File: src/rtl/game_pkg.sv
// Shared definitions for the target-clicking game: FSM state codes, default
// parameter values, LFSR seed and a small inclusive-range helper.
package game_pkg;

  typedef logic [2:0] state_t;

  localparam state_t ST_IDLE  = 3'd0;
  localparam state_t ST_PICK  = 3'd1;
  localparam state_t ST_DRAW  = 3'd2;
  localparam state_t ST_WAIT  = 3'd3;
  localparam state_t ST_ERASE = 3'd4;
  localparam state_t ST_OVER  = 3'd5;

  localparam int DEF_COORD_W        = 11;
  localparam int DEF_X_MAX          = 639;
  localparam int DEF_Y_MAX          = 479;
  localparam int DEF_SQ_SIZE        = 20;
  localparam int DEF_TIMEOUT_INIT   = 50_000_000;
  localparam int DEF_TIMEOUT_STEP   = 5_000_000;
  localparam int DEF_TIMEOUT_MIN    = 10_000_000;
  localparam int DEF_HITS_PER_LEVEL = 5;
  localparam int DEF_LIVES          = 3;
  localparam int DEF_SCORE_W        = 7;

  localparam logic [15:0] LFSR_SEED = 16'hACE1;

  // True when v lies in [lo, lo+len-1]; 32-bit math so the upper bound cannot wrap.
  function automatic logic in_span(input logic [31:0] v, input logic [31:0] lo,
                                   input logic [31:0] len);
    return (v >= lo) && (v <= lo + len - 32'd1);
  endfunction

endpackage

File: src/rtl/lfsr16.sv
// Free-running 16-bit Fibonacci LFSR, x^16+x^14+x^13+x^11+1, one step per clock.
// Maximal-length, so starting from a non-zero seed it never reaches zero.
module lfsr16
  import game_pkg::*;
(
  input  logic        clk,
  input  logic        reset,
  output logic [15:0] out
);

  logic fb;

  assign fb = out[0] ^ out[2] ^ out[3] ^ out[5];

  always_ff @(posedge clk or posedge reset) begin
    if (reset) out <= LFSR_SEED;
    else       out <= {fb, out[15:1]};
  end

endmodule

File: src/rtl/target_game_ctrl.sv
// Target game controller: places a random square, waits for a click or timeout,
// erases it, tracks score/lives and shortens the timeout every few hits.
module target_game_ctrl
  import game_pkg::*;
#(
  parameter int COORD_W        = DEF_COORD_W,
  parameter int X_MAX          = DEF_X_MAX,
  parameter int Y_MAX          = DEF_Y_MAX,
  parameter int SQ_SIZE        = DEF_SQ_SIZE,
  parameter int TIMEOUT_INIT   = DEF_TIMEOUT_INIT,
  parameter int TIMEOUT_STEP   = DEF_TIMEOUT_STEP,
  parameter int TIMEOUT_MIN    = DEF_TIMEOUT_MIN,
  parameter int HITS_PER_LEVEL = DEF_HITS_PER_LEVEL,
  parameter int LIVES          = DEF_LIVES,
  parameter int SCORE_W        = DEF_SCORE_W
) (
  input  logic               clk,
  input  logic               reset,
  input  logic               start_game,
  input  logic               click,
  input  logic [COORD_W-1:0] click_x,
  input  logic [COORD_W-1:0] click_y,
  output logic               draw_start,
  output logic [COORD_W-1:0] draw_x0,
  output logic [COORD_W-1:0] draw_y0,
  output logic               draw_color,
  input  logic               draw_done,
  output logic [SCORE_W-1:0] score,
  output logic [1:0]         lives,
  output logic               playing,
  output logic               game_over
);

  localparam int TW = $clog2(TIMEOUT_INIT + 1);
  localparam int HW = (HITS_PER_LEVEL > 1) ? $clog2(HITS_PER_LEVEL) : 1;

  localparam logic [COORD_W-1:0] X_LIM     = COORD_W'(X_MAX - SQ_SIZE + 1);
  localparam logic [COORD_W-1:0] Y_LIM     = COORD_W'(Y_MAX - SQ_SIZE + 1);
  localparam logic [TW-1:0]      T_INIT    = TW'(TIMEOUT_INIT);
  localparam logic [TW-1:0]      T_STEP    = TW'(TIMEOUT_STEP);
  localparam logic [TW-1:0]      T_MIN     = TW'(TIMEOUT_MIN);
  localparam logic [TW:0]        LIM_FLOOR = (TW+1)'(TIMEOUT_MIN + TIMEOUT_STEP);
  localparam logic [HW-1:0]      HIT_LAST  = HW'(HITS_PER_LEVEL - 1);

  state_t             state;
  logic               pick_y;
  logic [TW-1:0]      timer;
  logic [TW-1:0]      timeout_limit;
  logic [TW-1:0]      next_limit;
  logic [HW-1:0]      hit_cnt;
  logic [15:0]        lfsr;
  logic [COORD_W-1:0] cand;
  logic               hit;
  logic               timed_out;

  lfsr16 u_lfsr (
    .clk   (clk),
    .reset (reset),
    .out   (lfsr)
  );

  assign cand      = COORD_W'(lfsr);
  assign hit       = click && (state == ST_WAIT) &&
                     in_span(32'(click_x), 32'(draw_x0), 32'(SQ_SIZE)) &&
                     in_span(32'(click_y), 32'(draw_y0), 32'(SQ_SIZE));
  assign timed_out = (timer == timeout_limit - TW'(1));
  assign playing   = (state == ST_PICK) || (state == ST_DRAW) ||
                     (state == ST_WAIT) || (state == ST_ERASE);
  assign game_over = (state == ST_OVER);

  // Step down by TIMEOUT_STEP but never below TIMEOUT_MIN.
  always_comb begin
    next_limit = T_MIN;
    if ({1'b0, timeout_limit} >= LIM_FLOOR) next_limit = timeout_limit - T_STEP;
  end

  always_ff @(posedge clk or posedge reset) begin
    if (reset) begin
      state         <= ST_IDLE;
      pick_y        <= 1'b0;
      score         <= '0;
      lives         <= 2'(LIVES);
      draw_start    <= 1'b0;
      draw_color    <= 1'b0;
      draw_x0       <= '0;
      draw_y0       <= '0;
      timer         <= '0;
      timeout_limit <= T_INIT;
      hit_cnt       <= '0;
    end else begin
      draw_start <= 1'b0;
      case (state)
        ST_IDLE, ST_OVER: begin
          if (start_game) begin
            state         <= ST_PICK;
            pick_y        <= 1'b0;
            score         <= '0;
            lives         <= 2'(LIVES);
            timeout_limit <= T_INIT;
            hit_cnt       <= '0;
          end
        end
        // x and y are drawn from consecutive LFSR values; out-of-range ones retry.
        ST_PICK: begin
          if (!pick_y) begin
            if (cand <= X_LIM) begin
              draw_x0 <= cand;
              pick_y  <= 1'b1;
            end
          end else if (cand <= Y_LIM) begin
            draw_y0    <= cand;
            pick_y     <= 1'b0;
            draw_start <= 1'b1;
            draw_color <= 1'b1;
            state      <= ST_DRAW;
          end
        end
        ST_DRAW: begin
          if (draw_done) begin
            timer <= '0;
            state <= ST_WAIT;
          end
        end
        ST_WAIT: begin
          timer <= timer + TW'(1);
          if (hit) begin
            if (score != '1) score <= score + SCORE_W'(1);
            if (hit_cnt == HIT_LAST) begin
              hit_cnt       <= '0;
              timeout_limit <= next_limit;
            end else begin
              hit_cnt <= hit_cnt + HW'(1);
            end
            draw_start <= 1'b1;
            draw_color <= 1'b0;
            state      <= ST_ERASE;
          end else if (timed_out) begin
            lives      <= lives - 2'd1;
            draw_start <= 1'b1;
            draw_color <= 1'b0;
            state      <= ST_ERASE;
          end
        end
        ST_ERASE: begin
          if (draw_done) state <= (lives == 2'd0) ? ST_OVER : ST_PICK;
        end
        default: state <= ST_IDLE;
      endcase
    end
  end

endmodule

File: config.mk
export PLATFORM = sky130hd
export DESIGN_NAME = target_game_ctrl
export DESIGN_NICKNAME = d
export VERILOG_FILES = /design/src/rtl/game_pkg.sv /design/src/rtl/lfsr16.sv /design/src/rtl/target_game_ctrl.sv
export SDC_FILE = /design/constraint.sdc
export NUM_CORES = 1
export LEC_CHECK = 0
export CAP_MARGIN = 10
export CORE_MARGIN = 2
export CORE_UTILIZATION = 57
export CTS_BUF_LIST = sky130_fd_sc_hd__clkbuf_2 sky130_fd_sc_hd__clkbuf_4 sky130_fd_sc_hd__clkbuf_8
export DETAILED_ROUTE_END_ITERATION = 6
export MAX_ROUTING_LAYER = met4
export PLACE_DENSITY = 0.79
export SETUP_SLACK_MARGIN = 0.05
export SYNTH_ARGS = -nofsm -noshare
export SYNTH_HDL_FRONTEND = slang
export SYNTH_SLANG_ARGS = --single-unit
File: constraint.sdc
create_clock -name clk -period 4.4 [get_ports clk]
set_input_delay 0.66 -clock clk [delete_from_list [all_inputs] [get_ports clk]]
set_output_delay 0.66 -clock clk [all_outputs]
set_load 0.01 [all_outputs]
==> key figures <==
Outcome
  – Outcome: finished, violations left
  – Violated checks: DRC

Placed design
  – Post-DP HPWL: approximately 12000 um
  – Placed cells: about 930
  – I/O Buffers: 61
  – Dpl ws: 0.5914 ns
  – Placer Congestion: 0.9163
  – Dpl cell area: 0.007467 mm^2

Detailed routing
  – Drt via density: between 6 and 7
  – Total Wirelength: 15710 um
  – Vias: slightly below 6000
  – Final ANT Viol Nets: 0
  – DRC viols: 4
  – Wire per inst: 16.54 um
  – DRT iter0 DRCs: around 360
  – 1st-pass router iterations: 7

Power and ir drop
  – Int Power: 2.100 mW
  – Clk pwr share: 0.150
  – Power per Cell Area: approximately 480 mW/mm^2
  – Power, Total: roughly 3.7 mW
  – Static leakage: 3.166 nW
  – Gate power share: 0.402
  – Max IR drop VDD: 0.3703 mV
  – Sequential fraction of design power: 0.448
  – Switching pwr: about 1.6 mW
  – Sw Ratio: 0.4255

Clock network
  – Post-cts resize count: 0
  – Setup Fix Bufs, Post-CTS: 0
  – Skew-Pair Late Insertion Delay: roughly 0.38 ns
  – Bufs on Longest Clock Path: 2
  – Clock slew at reported path FFs: around 0.10 ns
  – Root Buffer: clkbuf_8
  – TritonCTS clock tree: built
  – Number of hold buffers added after cts: 0
  – Htree depth: 3
  – Clock sinks: 102
  – Total CTS buffers: 9

Global route
  – Vias in the first global route: approximately 5600
  – First-pass GRT wire length: 26850 um
  – Gr usage total: 0.2678
  – Initial antenna violation count: 0
  – Largest net degree at the start of global routing: 78
  – Gr ovfl total: 0

Synthesis
  – Unique masters post-synth: 69
  – Net Count, Synth: 836
  – Avg Cell Area, Syn: 8.954 um^2
  – Register area share after synthesis: 0.3816
  – Synth area leaders: dfrtp_1, ha_1, dfstp_2
  – Post-synth EDFFs: 0
  – Top_reg_cell synth: dfrtp_1
  – Post-synthesis cell count: 755
  – Yosys Warn Count: 0
  – Synth top area share: 0.2961
  – Biggest area consumer among synthesized cells: dfrtp_1
  – #FFs+latches synth: 102
  – Synth Cell Area: 0.006760 mm^2
  – Post-synth ARST share: 1.000

STA
  – Minimum clock period: 3.842 ns
  – # setup viols final: 0
  – Final Hold Fails: 0
  – Fin crit share: 0.8732
  – Sum Neg Setup Slack: 0 ns
  – Worst hold margin: 0.3642 ns
  – Actual slew at the worst max-slew pin: 0.9211 ns
  – RSZ-0062 raised after global routing: false
  – Worst Clk Skew: approximately 0.0093 ns
  – Slew Viols, Final: 0
  – Relative slew slack: 0.3859
  – Final WS setup: between 0.5 and 0.6 ns
  – Maximum clock frequency: ~260 MHz

Die
  – Top Ports: just over 60
  – Core Footprint: 0.01152 mm^2
  – Die height: between 100 and 150 um
  – Site Rows: 39
  – Chip Width: 112.9 um
  – Die area: approximately 0.013 mm^2
  – Initial Util: 0.5870

Layout
  – Antenna Cells: 0
  – Commonest non-fill, non-tap cell in the layout: dfrtp_1
  – Most frequent cells in the layout: dfrtp_1, nand2_1, o21ai_0
  – Share of post-route cells with drive strength above 1: 0.08674
  – Final instance area: 0.007661 mm^2
  – Fin nets: slightly below 900
  – Final core occ: 0.6653
  – Syn-to-layout area delta: 13.33%
  – Fin cells: 950

Worst hold path
  – Worst hold path depth: 0
  – Hold Crit Start: u_lfsr.out[14]
  – Hold WC Path Type: reg2reg
  – Hold EP: u_lfsr.out[13]

Critical path
  – CP Max Fanout: 13
  – FF-to-FF path depth: 15
  – WS Path Type: reg2reg
  – Worst reg2reg path endpoint: timeout_limit[16]
  – Worst path required time: 4.73 ns
  – Reg-to-reg startpoint: draw_y0[0]
  – Worst R2R Setup Slack: approximately 0.56 ns
  – Crit path DAT: 4.17 ns
  – Setup crit end kind: flip-flop
  – CP Launch Type: flip-flop

Run
  – Max-cap viol count: 0
[synthesized netlist by cell type (14+ instances only)]
cell type,count
a21oi_1,31
clkbuf_1,20
dfrtp_1,80
dfstp_2,22
ha_1,54
inv_1,45
nand2_1,76
nand3_1,42
nand4_1,17
nor2_1,51
nor3_1,14
o211ai_1,14
o21ai_0,69
xnor2_1,33
xor2_1,18
[final cells by class]
cell class,instances,area (um^2)
Multi-Input combinational cell,574,3866
Fill cell,941,3855
Sequential cell,102,2580
Timing Repair Buffer,70,685.7
Tap cell,143,178.9
Inverter,45,171.4
Clock buffer,10,131.4
Clock inverter,6,47.55
[how the worst max path moves through the flow]
| stage | from | to | slack, ns |
|---|---|---|---|
| 2_1_floorplan | reset | draw_color | 1.10 |
| 5_1_grt | draw_x0[0] | timeout_limit[16] | 0.18 |
| 3_3_place_gp | draw_x0[0] | timeout_limit[16] | 0.72 |
| 3_5_place_dp | draw_y0[0] | timeout_limit[16] | 0.59 |
| 6_report | draw_y0[0] | timeout_limit[16] | 0.56 |
| 4_1_cts | draw_y0[0] | timeout_limit[16] | 0.57 |
[sequential cells by signal, indices dropped and copies added (netlist names)]
register	cells
state	3
draw_start	1
pick_y	1
draw_color	1
timer	26
timeout_limit	20
u_lfsr.out	16
draw_y0	11
hit_cnt	3
lives	2
score	7
draw_x0	11
[logic make-up (layout without fill, tap and decap cells)]
| kind of cell | Yosys count | count (layout) | synth area share |
|---|---|---|---|
| flip-flops | 102 | 102 | 0.3816 |
| multiplexers | 9 | 9 | 0.01351 |
| AO/OA/AOI/OAI | 191 | 191 | 0.1821 |
| XOR/XNOR | 51 | 51 | 0.06607 |
| AND/OR/NAND/NOR | 269 | 269 | 0.2093 |
| buffers and inverters | 79 | 131 | 0.04738 |
| adder cells (fa/ha/maj) | 54 | 54 | 0.09994 |
[worst max-delay path, stage by stage (launching register included)]
cell	delay [ns]
dfrtp_1	0.42
inv_1	0.10
ha_1	0.24
o21ai_0	0.30
nand4_1	0.17
xnor2_1	0.15
ha_1	0.30
a21o_1	0.18
a211oi_1	0.23
o21ai_0	0.11
a21oi_1	0.25
a2bb2oi_2	0.36
a31oi_1	0.14
buf_4	0.23
nor2_1	0.37
a22o_1	0.22
[routing by layer]
layer / routed length, um / vias up / track usage / share of wire
li1: - / 2811 / - / -
met1: 7309 / 2794 / 0.3669 / 0.47
met2: 7223 / 187 / 0.4092 / 0.46
met3: 869 / 23 / 0.03910 / 0.055
met4: 310 / 0 / 0.09919 / 0.020
met5: 0 / - / - / 0
[power by group through the flow]
stage	clock (mW)	combinational, mW	sequential, mW
2_1_floorplan	0	1.28	1.40
4_1_cts	0.568	1.46	1.63
5_1_grt	0.597	1.66	1.68
3_5_place_dp	0	1.46	1.64
3_3_place_gp	0	1.39	1.63
6_report	0.548	1.47	1.64
(Power assumes the default switching activity.)
